===== config.mk =====
export PLATFORM = sky130hd
export DESIGN_NAME = deser8
export DESIGN_NICKNAME = d
export VERILOG_FILES = /design/src/rtl/deser_pkg.sv /design/src/rtl/deser8_wdec.sv /design/src/rtl/deser8.sv
export SDC_FILE = /design/constraint.sdc
export NUM_CORES = 1
export LEC_CHECK = 0
export CORE_MARGIN = 2
export CORE_UTILIZATION = 46
export CTS_CLUSTER_DIAMETER = 40
export DETAILED_ROUTE_END_ITERATION = 12
export GPL_TIMING_DRIVEN = 0
export PLACE_DENSITY = 0.75
export SYNTH_ARGS = -nofsm -noshare
export SYNTH_HDL_FRONTEND = slang
export SYNTH_SLANG_ARGS = --single-unit

===== constraint.sdc =====
create_clock -name clk -period 1.76 [get_ports clk]
set_input_delay 0.352 -clock clk [delete_from_list [all_inputs] [get_ports clk]]
set_output_delay 0.352 -clock clk [all_outputs]
set_load 0.01 [all_outputs]

===== src/rtl/deser_pkg.sv =====
// deser_pkg: definitions shared by the 1-to-8 word deserializer.
//   state_e    : frame state. FILL collects words, HOLD presents a frame.
//   NSLOTS     : number of word slots in a frame.
//   SLOT_W     : width of a slot index.
//   words_held : word count in a frame, including a word accepted this cycle.
package deser_pkg;

  localparam int NSLOTS = 8;
  localparam int SLOT_W = 3;

  typedef enum logic {
    FILL = 1'b0,
    HOLD = 1'b1
  } state_e;

  // The result is 4 bits so that a full frame (7 + 1) reads as 8.
  function automatic logic [3:0] words_held(input logic [SLOT_W-1:0] cnt,
                                            input logic              acc);
    return {1'b0, cnt} + {3'b000, acc};
  endfunction

endpackage


===== src/rtl/deser8_wdec.sv =====
// deser8_wdec: 3-to-8 one-hot slot write-enable decoder.
//   idx_i : slot index to write
//   en_i  : write enable (the accept strobe); all outputs are low when it is low
//   we_o  : one-hot write enable per slot
module deser8_wdec
  import deser_pkg::*;
(
  input  logic [SLOT_W-1:0] idx_i,
  input  logic              en_i,
  output logic [NSLOTS-1:0] we_o
);

  always_comb begin
    we_o = '0;
    if (en_i) we_o[idx_i] = 1'b1;
  end

endmodule


===== src/rtl/deser8.sv =====
// deser8: 1-to-8 word deserializer.
// Words from a valid/ready stream fill slots 0..7 in arrival order. The
// complete frame is then presented on out0..out7 under its own valid/ready
// handshake.
//
// Ports
//   clk        : clock, rising edge
//   rst_n      : asynchronous reset, active low
//   in_data    : incoming word (SIZE bits)
//   in_valid   : in_data is valid
//   in_ready   : the block accepts in_data this cycle
//   out0..out7 : frame slots; out0 holds the first word received
//   out_valid  : a frame is being presented
//   out_ready  : the consumer takes the frame this cycle
//   flush      : closes a partial frame (only when DESER8_FLUSH_EN is defined)
//   out_cnt    : number of valid words in the frame, 1..8 (only when DESER8_FLUSH_EN is defined)
//
// Build option: defining DESER8_FLUSH_EN adds the flush/out_cnt ports.
// With it, a flushed frame reads 0 in every slot it did not fill.
//
// state | meaning
// FILL  | collecting words; in_ready high
// HOLD  | frame presented; in_ready follows out_ready
module deser8
  import deser_pkg::*;
#(
  parameter int SIZE = 1
) (
  input  logic            clk,
  input  logic            rst_n,
  input  logic [SIZE-1:0] in_data,
  input  logic            in_valid,
  output logic            in_ready,
  output logic [SIZE-1:0] out0,
  output logic [SIZE-1:0] out1,
  output logic [SIZE-1:0] out2,
  output logic [SIZE-1:0] out3,
  output logic [SIZE-1:0] out4,
  output logic [SIZE-1:0] out5,
  output logic [SIZE-1:0] out6,
  output logic [SIZE-1:0] out7,
  output logic            out_valid,
  input  logic            out_ready
`ifdef DESER8_FLUSH_EN
  ,
  input  logic            flush,
  output logic [3:0]      out_cnt
`endif
);

  state_e            state_q, state_d;
  logic [SLOT_W-1:0] cnt_q, cnt_d;
  logic [SIZE-1:0]   slot_q [NSLOTS];

  logic              accept;
  logic              take;
  logic              last_word;
  logic [SLOT_W-1:0] wr_idx;
  logic [NSLOTS-1:0] slot_we;

  // in_ready is low while reset is asserted, so nothing is consumed during reset.
  assign in_ready  = rst_n & ((state_q == FILL) | out_ready);
  assign out_valid = (state_q == HOLD);
  assign accept    = in_valid & in_ready;
  assign take      = out_valid & out_ready;
  assign last_word = (state_q == FILL) & accept & (cnt_q == SLOT_W'(NSLOTS - 1));

  // Accepting in HOLD only happens together with a take. That word
  // starts the next frame, so it goes to slot 0.
  assign wr_idx = (state_q == HOLD) ? '0 : cnt_q;

  deser8_wdec u_wdec (
    .idx_i (wr_idx),
    .en_i  (accept),
    .we_o  (slot_we)
  );

`ifdef DESER8_FLUSH_EN
  logic       do_flush;
  logic [3:0] n_words;
  logic [3:0] out_cnt_q;

  // A flush is ignored on an empty frame and while a frame is being presented.
  assign n_words  = words_held(cnt_q, accept);
  assign do_flush = (state_q == FILL) & flush & ((cnt_q != '0) | accept);
  assign out_cnt  = out_cnt_q;

  always_ff @(posedge clk or negedge rst_n) begin
    if (!rst_n) begin
      out_cnt_q <= '0;
    end else if (do_flush) begin
      out_cnt_q <= n_words;
    end else if (last_word) begin
      out_cnt_q <= 4'd8;
    end else if (take) begin
      out_cnt_q <= '0;
    end
  end
`endif

  always_ff @(posedge clk or negedge rst_n) begin
    if (!rst_n) begin
      state_q <= FILL;
      cnt_q   <= '0;
    end else begin
      state_q <= state_d;
      cnt_q   <= cnt_d;
    end
  end

  always_comb begin
    state_d = state_q;
    cnt_d   = cnt_q;
    case (state_q)
      FILL: begin
        if (accept) cnt_d = cnt_q + SLOT_W'(1);  // 7 -> 0 only on the last word
        if (last_word) state_d = HOLD;
`ifdef DESER8_FLUSH_EN
        if (do_flush) begin
          state_d = HOLD;
          cnt_d   = '0;
        end
`endif
      end
      HOLD: begin
        if (take) begin
          state_d = FILL;
          cnt_d   = accept ? SLOT_W'(1) : '0;
        end
      end
      default: begin
        state_d = FILL;
        cnt_d   = '0;
      end
    endcase
  end

  always_ff @(posedge clk or negedge rst_n) begin
    if (!rst_n) begin
      for (int i = 0; i < NSLOTS; i++) slot_q[i] <= '0;
    end else begin
      for (int i = 0; i < NSLOTS; i++) begin
        if (slot_we[i]) begin
          slot_q[i] <= in_data;
`ifdef DESER8_FLUSH_EN
        end else if (do_flush && (4'(i) >= n_words)) begin
          // Slots past the flushed word count would otherwise show words from an earlier frame.
          slot_q[i] <= '0;
`endif
        end
      end
    end
  end

  assign out0 = slot_q[0];
  assign out1 = slot_q[1];
  assign out2 = slot_q[2];
  assign out3 = slot_q[3];
  assign out4 = slot_q[4];
  assign out5 = slot_q[5];
  assign out6 = slot_q[6];
  assign out7 = slot_q[7];

endmodule


* Word-level counts from Yosys, hierarchy flattened
Index checks and enable logic that the tools add are counted.
Word-level totals: register bits 12, input bits 5, output and inout bits 10
Operators by class: add/sub/neg operators 1, order comparisons 2, equal/unequal tests 3, mux-type cells 11, bitwise operators 7, reductions and logical operators 2
Operators with widths (count):
- $mux 3 | 3
- $mux 8 | 1
- $pmux 3 s2 | 1
- $and 1x1->1 | 5
- $lt 3x4->1 const B | 1
- $mux 1 | 4
- $add 3x1->3 const B | 1
- $demux 1 s3 | 1
- $eq 3x3->1 const B | 1
- $ge 3x1->1 const B | 1
- $ne 2x1->1 const B | 1
- $ne 2x2->1 const B | 1
- $pmux 1 s2 | 1
- $reduce_and 2->1 | 1
- $logic_and 1x1->1 | 1
- $not 1->1 | 1
- $or 1x1->1 | 1

* Longest topological paths before layout
Gate-level depths: netlist of run 1.
word-level depth 8, mapped depth 4, depth with buffers taken out 4

* By module
Synthesis of run 1 repeated with hierarchy kept, for this count alone.
Second synthesis, totals: cell total of the unflattened synthesis 49, area, all modules 634.4 um2
By module, submodules not included:
- deser8 | times used 1, cells an instance 41, area each 539.3 um2, seq. area each 300.3 um2
- deser8_wdec | times used 1, cells an instance 8, area each 95.1 um2, seq. area each 0.0 um2

* Worst setup path before layout of run 1
No wires, ideal clock.
kind register -> register, from reg state_q, in the netlist out_valid, to reg slot_q (netlist bit out0), library setup time 127 ps, arrival time 1480 ps, required time 1633 ps, slack 152 ps, stages on the path, launching flop included 5, buffers on the path 1, clock period less this slack 1608 ps, path through dfrtp_1 buf_6 or4_4 a21oi_2 mux2_1
On the way: longest elaborated chain between the ends 6, elaborated cells between the ends (all ways) 11
Ends and longest elaborated chain:
- start: declaration | line deser8.sv:51 | state_e state_q, state_d;
- start signal: assignment | line deser8.sv:106 | state_q <= state_d;
- $mux 3 | line deser8.sv:70 | assign wr_idx = (state_q == HOLD) ? '0 : cnt_q;
- $lt 3x4->1 (implied by the code) or $ge 3x1->1 (tied branches) | line deser8_wdec.sv:15 | if (en_i) we_o[idx_i] = 1'b1;
- $logic_and 1x1->1 (implied by the code) | line deser8_wdec.sv:15
- $mux 1 (implied by the code) | line deser8_wdec.sv:15
- $demux 1 s3
- $mux 8 * | line deser8_wdec.sv:15
- end signal: indexed assignment | line deser8.sv:144 | slot_q[i] <= in_data;
- end: declaration | line deser8.sv:53 | logic [SIZE-1:0] slot_q [NSLOTS];
Mark *: on every way between the ends. The rest lies on a longest branch, timed or not. A chain may end at the register's enable or synchronous reset.

* Final worst setup path of run 1
from in in_valid, to reg slot_q (netlist bit out3)
On the way: longest elaborated chain between the ends 2
Ends and longest elaborated chain:
- start: declaration | line deser8.sv:32 | input logic in_valid,
- $and 1x1->1 | line deser8.sv:64 | assign accept = in_valid & in_ready;
- $mux 8 | line deser8_wdec.sv:15
Every way passes these cells.

==> results of run 1 <==
[layout make-up]
class,count,area share
multi-input combinational,38,0.3785
sequential,12,0.3692
timing repair buffer,14,0.1723
clock buffer,3,0.02769
buffer,3,0.02462
tap,15,0.02308
inverter,1,0.004615
[worst max path at each step]
stage	endpoint	slack, ps
floorplan	out0$_DFFE_PN0P_	150
global route	out3$_DFFE_PN0P_	6
global placement	in_ready	-690
finish	out3$_DFFE_PN0P_	80
CTS	in_ready	60
detailed placement	out3$_DFFE_PN0P_	-710
[stage by stage]
step / cells / power (uW) / setup TNS, ps / area (sq um) / util
final: 86 / 1215 / 0 / 813.3 / 0.6329
after global routing: 86 / 1306 / 0 / 813.3 / 0.6329
after CTS: 86 / 1229 / 0 / 809.5 / 0.6300
after detailed placement: 83 / 1056 / -6435 / 788.3 / 0.6134
after global placement: 83 / 1040 / -6423 / 788.3 / 0.6134
after floorplan: 54 / 788.7 / 0 / 629.4 / -
[worst max-delay path, delay by kind of cell]
family	cells	cell delay (ps)
muxes	1	350
and+or+nand+nor	2	520
buffers and inverters	1	610
[placed cells by master (no fill, tap or decap), types with 2 or more instances in the layout]
cell type	instances
dfrtp_1	12
clkdlybuf4s50_1	11
nand2_1	4
mux2_1	4
mux2_2	4
nor2_1	3
clkbuf_4	3
a21o_1	2
nor4b_1	2
nor3_1	2
nor3b_1	2
a21oi_1	2
o21ai_0	2
ha_1	2
[per-layer routing]
metal | wire length (um) | up-vias | global-route usage
li1 | - | 236 | -
met1 | 540 | 211 | 0.1897
met2 | 482 | 13 | 0.2930
met3 | 66 | 2 | 0.04891
met4 | 21 | 0 | 0.07500
met5 | 0 | - | 0
[state kept, by name, summed over array words and instances (netlist names)]
signal / count
cnt_q: 3
out0: 1
out1: 1
out2: 1
out3: 1
out4: 1
out5: 1
out6: 1
out7: 1
out_valid: 1
[logic make-up (layout without fill, tap and decap cells)]
| group | Yosys count | in the layout | synth area share |
|---|---|---|---|
| AOI/OAI and AO/OA | 9 | 9 | 0.09345 |
| and+or+nand+nor | 18 | 18 | 0.1928 |
| adders and majority gates | 2 | 2 | 0.03976 |
| muxes | 9 | 9 | 0.1590 |
| DFF | 12 | 12 | 0.4771 |
| buffers and inverters | 4 | 21 | 0.03775 |
[power by group]
| part | switching [uW] | internal [uW] |
|---|---|---|
| Clock | 90.1 | 79.2 |
| Combinational | 240 | 331 |
| Sequential | 73.4 | 400 |
==> out/qor.yml, run 1 <==
status:
  status: "finished clean"
synthesis:
  netlist_instances: 54
  yosys.cell_types.count: 24
  ys_top_cells_by_count: "dfrtp_1 (12), mux2_1 (4), mux2_2 (4), nand2_1 (4), nor2_1 (3)"
  synth_most_common_cell: "dfrtp_1"
  syn_nets: 61
  synth.top_cell.area_share: 0.4771
  ys_dominant_reg_cell: "dfrtp_1"
  synth-edff-count: 0
  syn_area_sq_um: 629.4
  avgSynthCellArea_sq_um: 11.65
  synth-async-reset-ratio: 1.000
  yosys.area.top_type: "dfrtp_1"
  netlist_top_cells_area: "dfrtp_1 (48%), mux2_1 (7.2%), mux2_2 (7.2%)"
  seq_area_frac_synth: 0.4771
  ys_ff_latch: 12
  synth_warnings: 0
pwr:
  p_per_area_nw_per_um2: 1493
  peakVddDrop_uv: 810.8
  p_leak_uw: 0.0003622
setup_path:
  path_max_fanout: 5
  crit_slowest_cell: "clkdlybuf4s50_1"
  required_ps: 1910
  r2r_start: "cnt_q[0]$_DFFE_PN0P_"
  endpoint_kind: "register"
  reg2reg_depth: 4
  r2r_end: "out0$_DFFE_PN0P_"
  crit_arrival_ps: 1830
  rrSetupSlack_ps: 150
  path_class: "in -> reg"
  startpoint_type: "input port"
  crit_start: "in_valid"
  cp_cell_sequence: "clkdlybuf4s50_1, nand4b_1, nor3b_1, mux2_1"
  max_stage_delay_ps: 610
clock_network:
  numCtsBuffers: 3
  hold_buffers: 0
  ctsResizeCount: 5
  clkTransAtPathRegs_ps: 70
  cts_sinks: 12
  cts_buffer_depth: 2
  clock_latency_ps: 270
  cts_tree: "done"
  h-tree-depth: 1
  cts_root_buf: "clkbuf_4"
  cts_setup_buffers: 0
timing:
  holdWs_ps: 100.0
  setup-violations-final: 0
  fin_crit_sh: 0.9532
  clock.fmax_mhz: 596.1
  setup_ws_ps: 82.33
  fin_worst_skew_ps: 4.345
  rsz0062_at_grt: "false"
  finalMaxSlewViolations: 0
  hold_viol: 0
  maxSlewHeadroom: 0.7100
  finalCriticalPeriod_ps: 1678
  worst_pin_slew_ps: 435.0
finish:
  ff_latch_area_sq_um: 300.3
  syn_to_final_growth_pct: 29.22
  final_nets: 80
  multi_input_area_sq_um: 307.8
  drive_gt1_frac: 0.1972
  antenna_cells: 0
  fillers: 121
floorplan:
  core_sq_um: 1285
  placementRows: 13
  die-height_um: 40.99
  io_pins: 15
  start_util: 0.4898
  dieArea_sq_um: 1680
  die_x_um: 40.99
global_routing:
  grt_pass1_vias: 444
  grt_pass1_wl_um: 1807
  overflow: 0
  track_usage: 0.1693
  antenna_found_initial: 0
  grt_max_degree: 19
route:
  wl_per_cell_um: 12.91
  drt-total-wl_um: 1110
  vias: 462
  drt_iter0_drc: 1
  drc: 0
  vias_per_cell: 5.372
  firstDrtPassIters: 2
  ant_nets: 0
placed_design:
  routabilityCongestion: 0.6916
  port-buffer-count: 14
  dpl.hpwl_um: 787.8
  post-place-ws_ps: -706.8
flow_run:
  maxCapViolations: 0
worst_hold_path:
  hold_class: "in -> async"
No activity file was read; power rests on OpenSTA's default activity.
==> run 2, diff against run 1 <==
- HOLD_SLACK_MARGIN: unset -> 0.08
==> results of run 2 <==
Same layout as run 1: the final DEF is identical, and so are final timing and power.
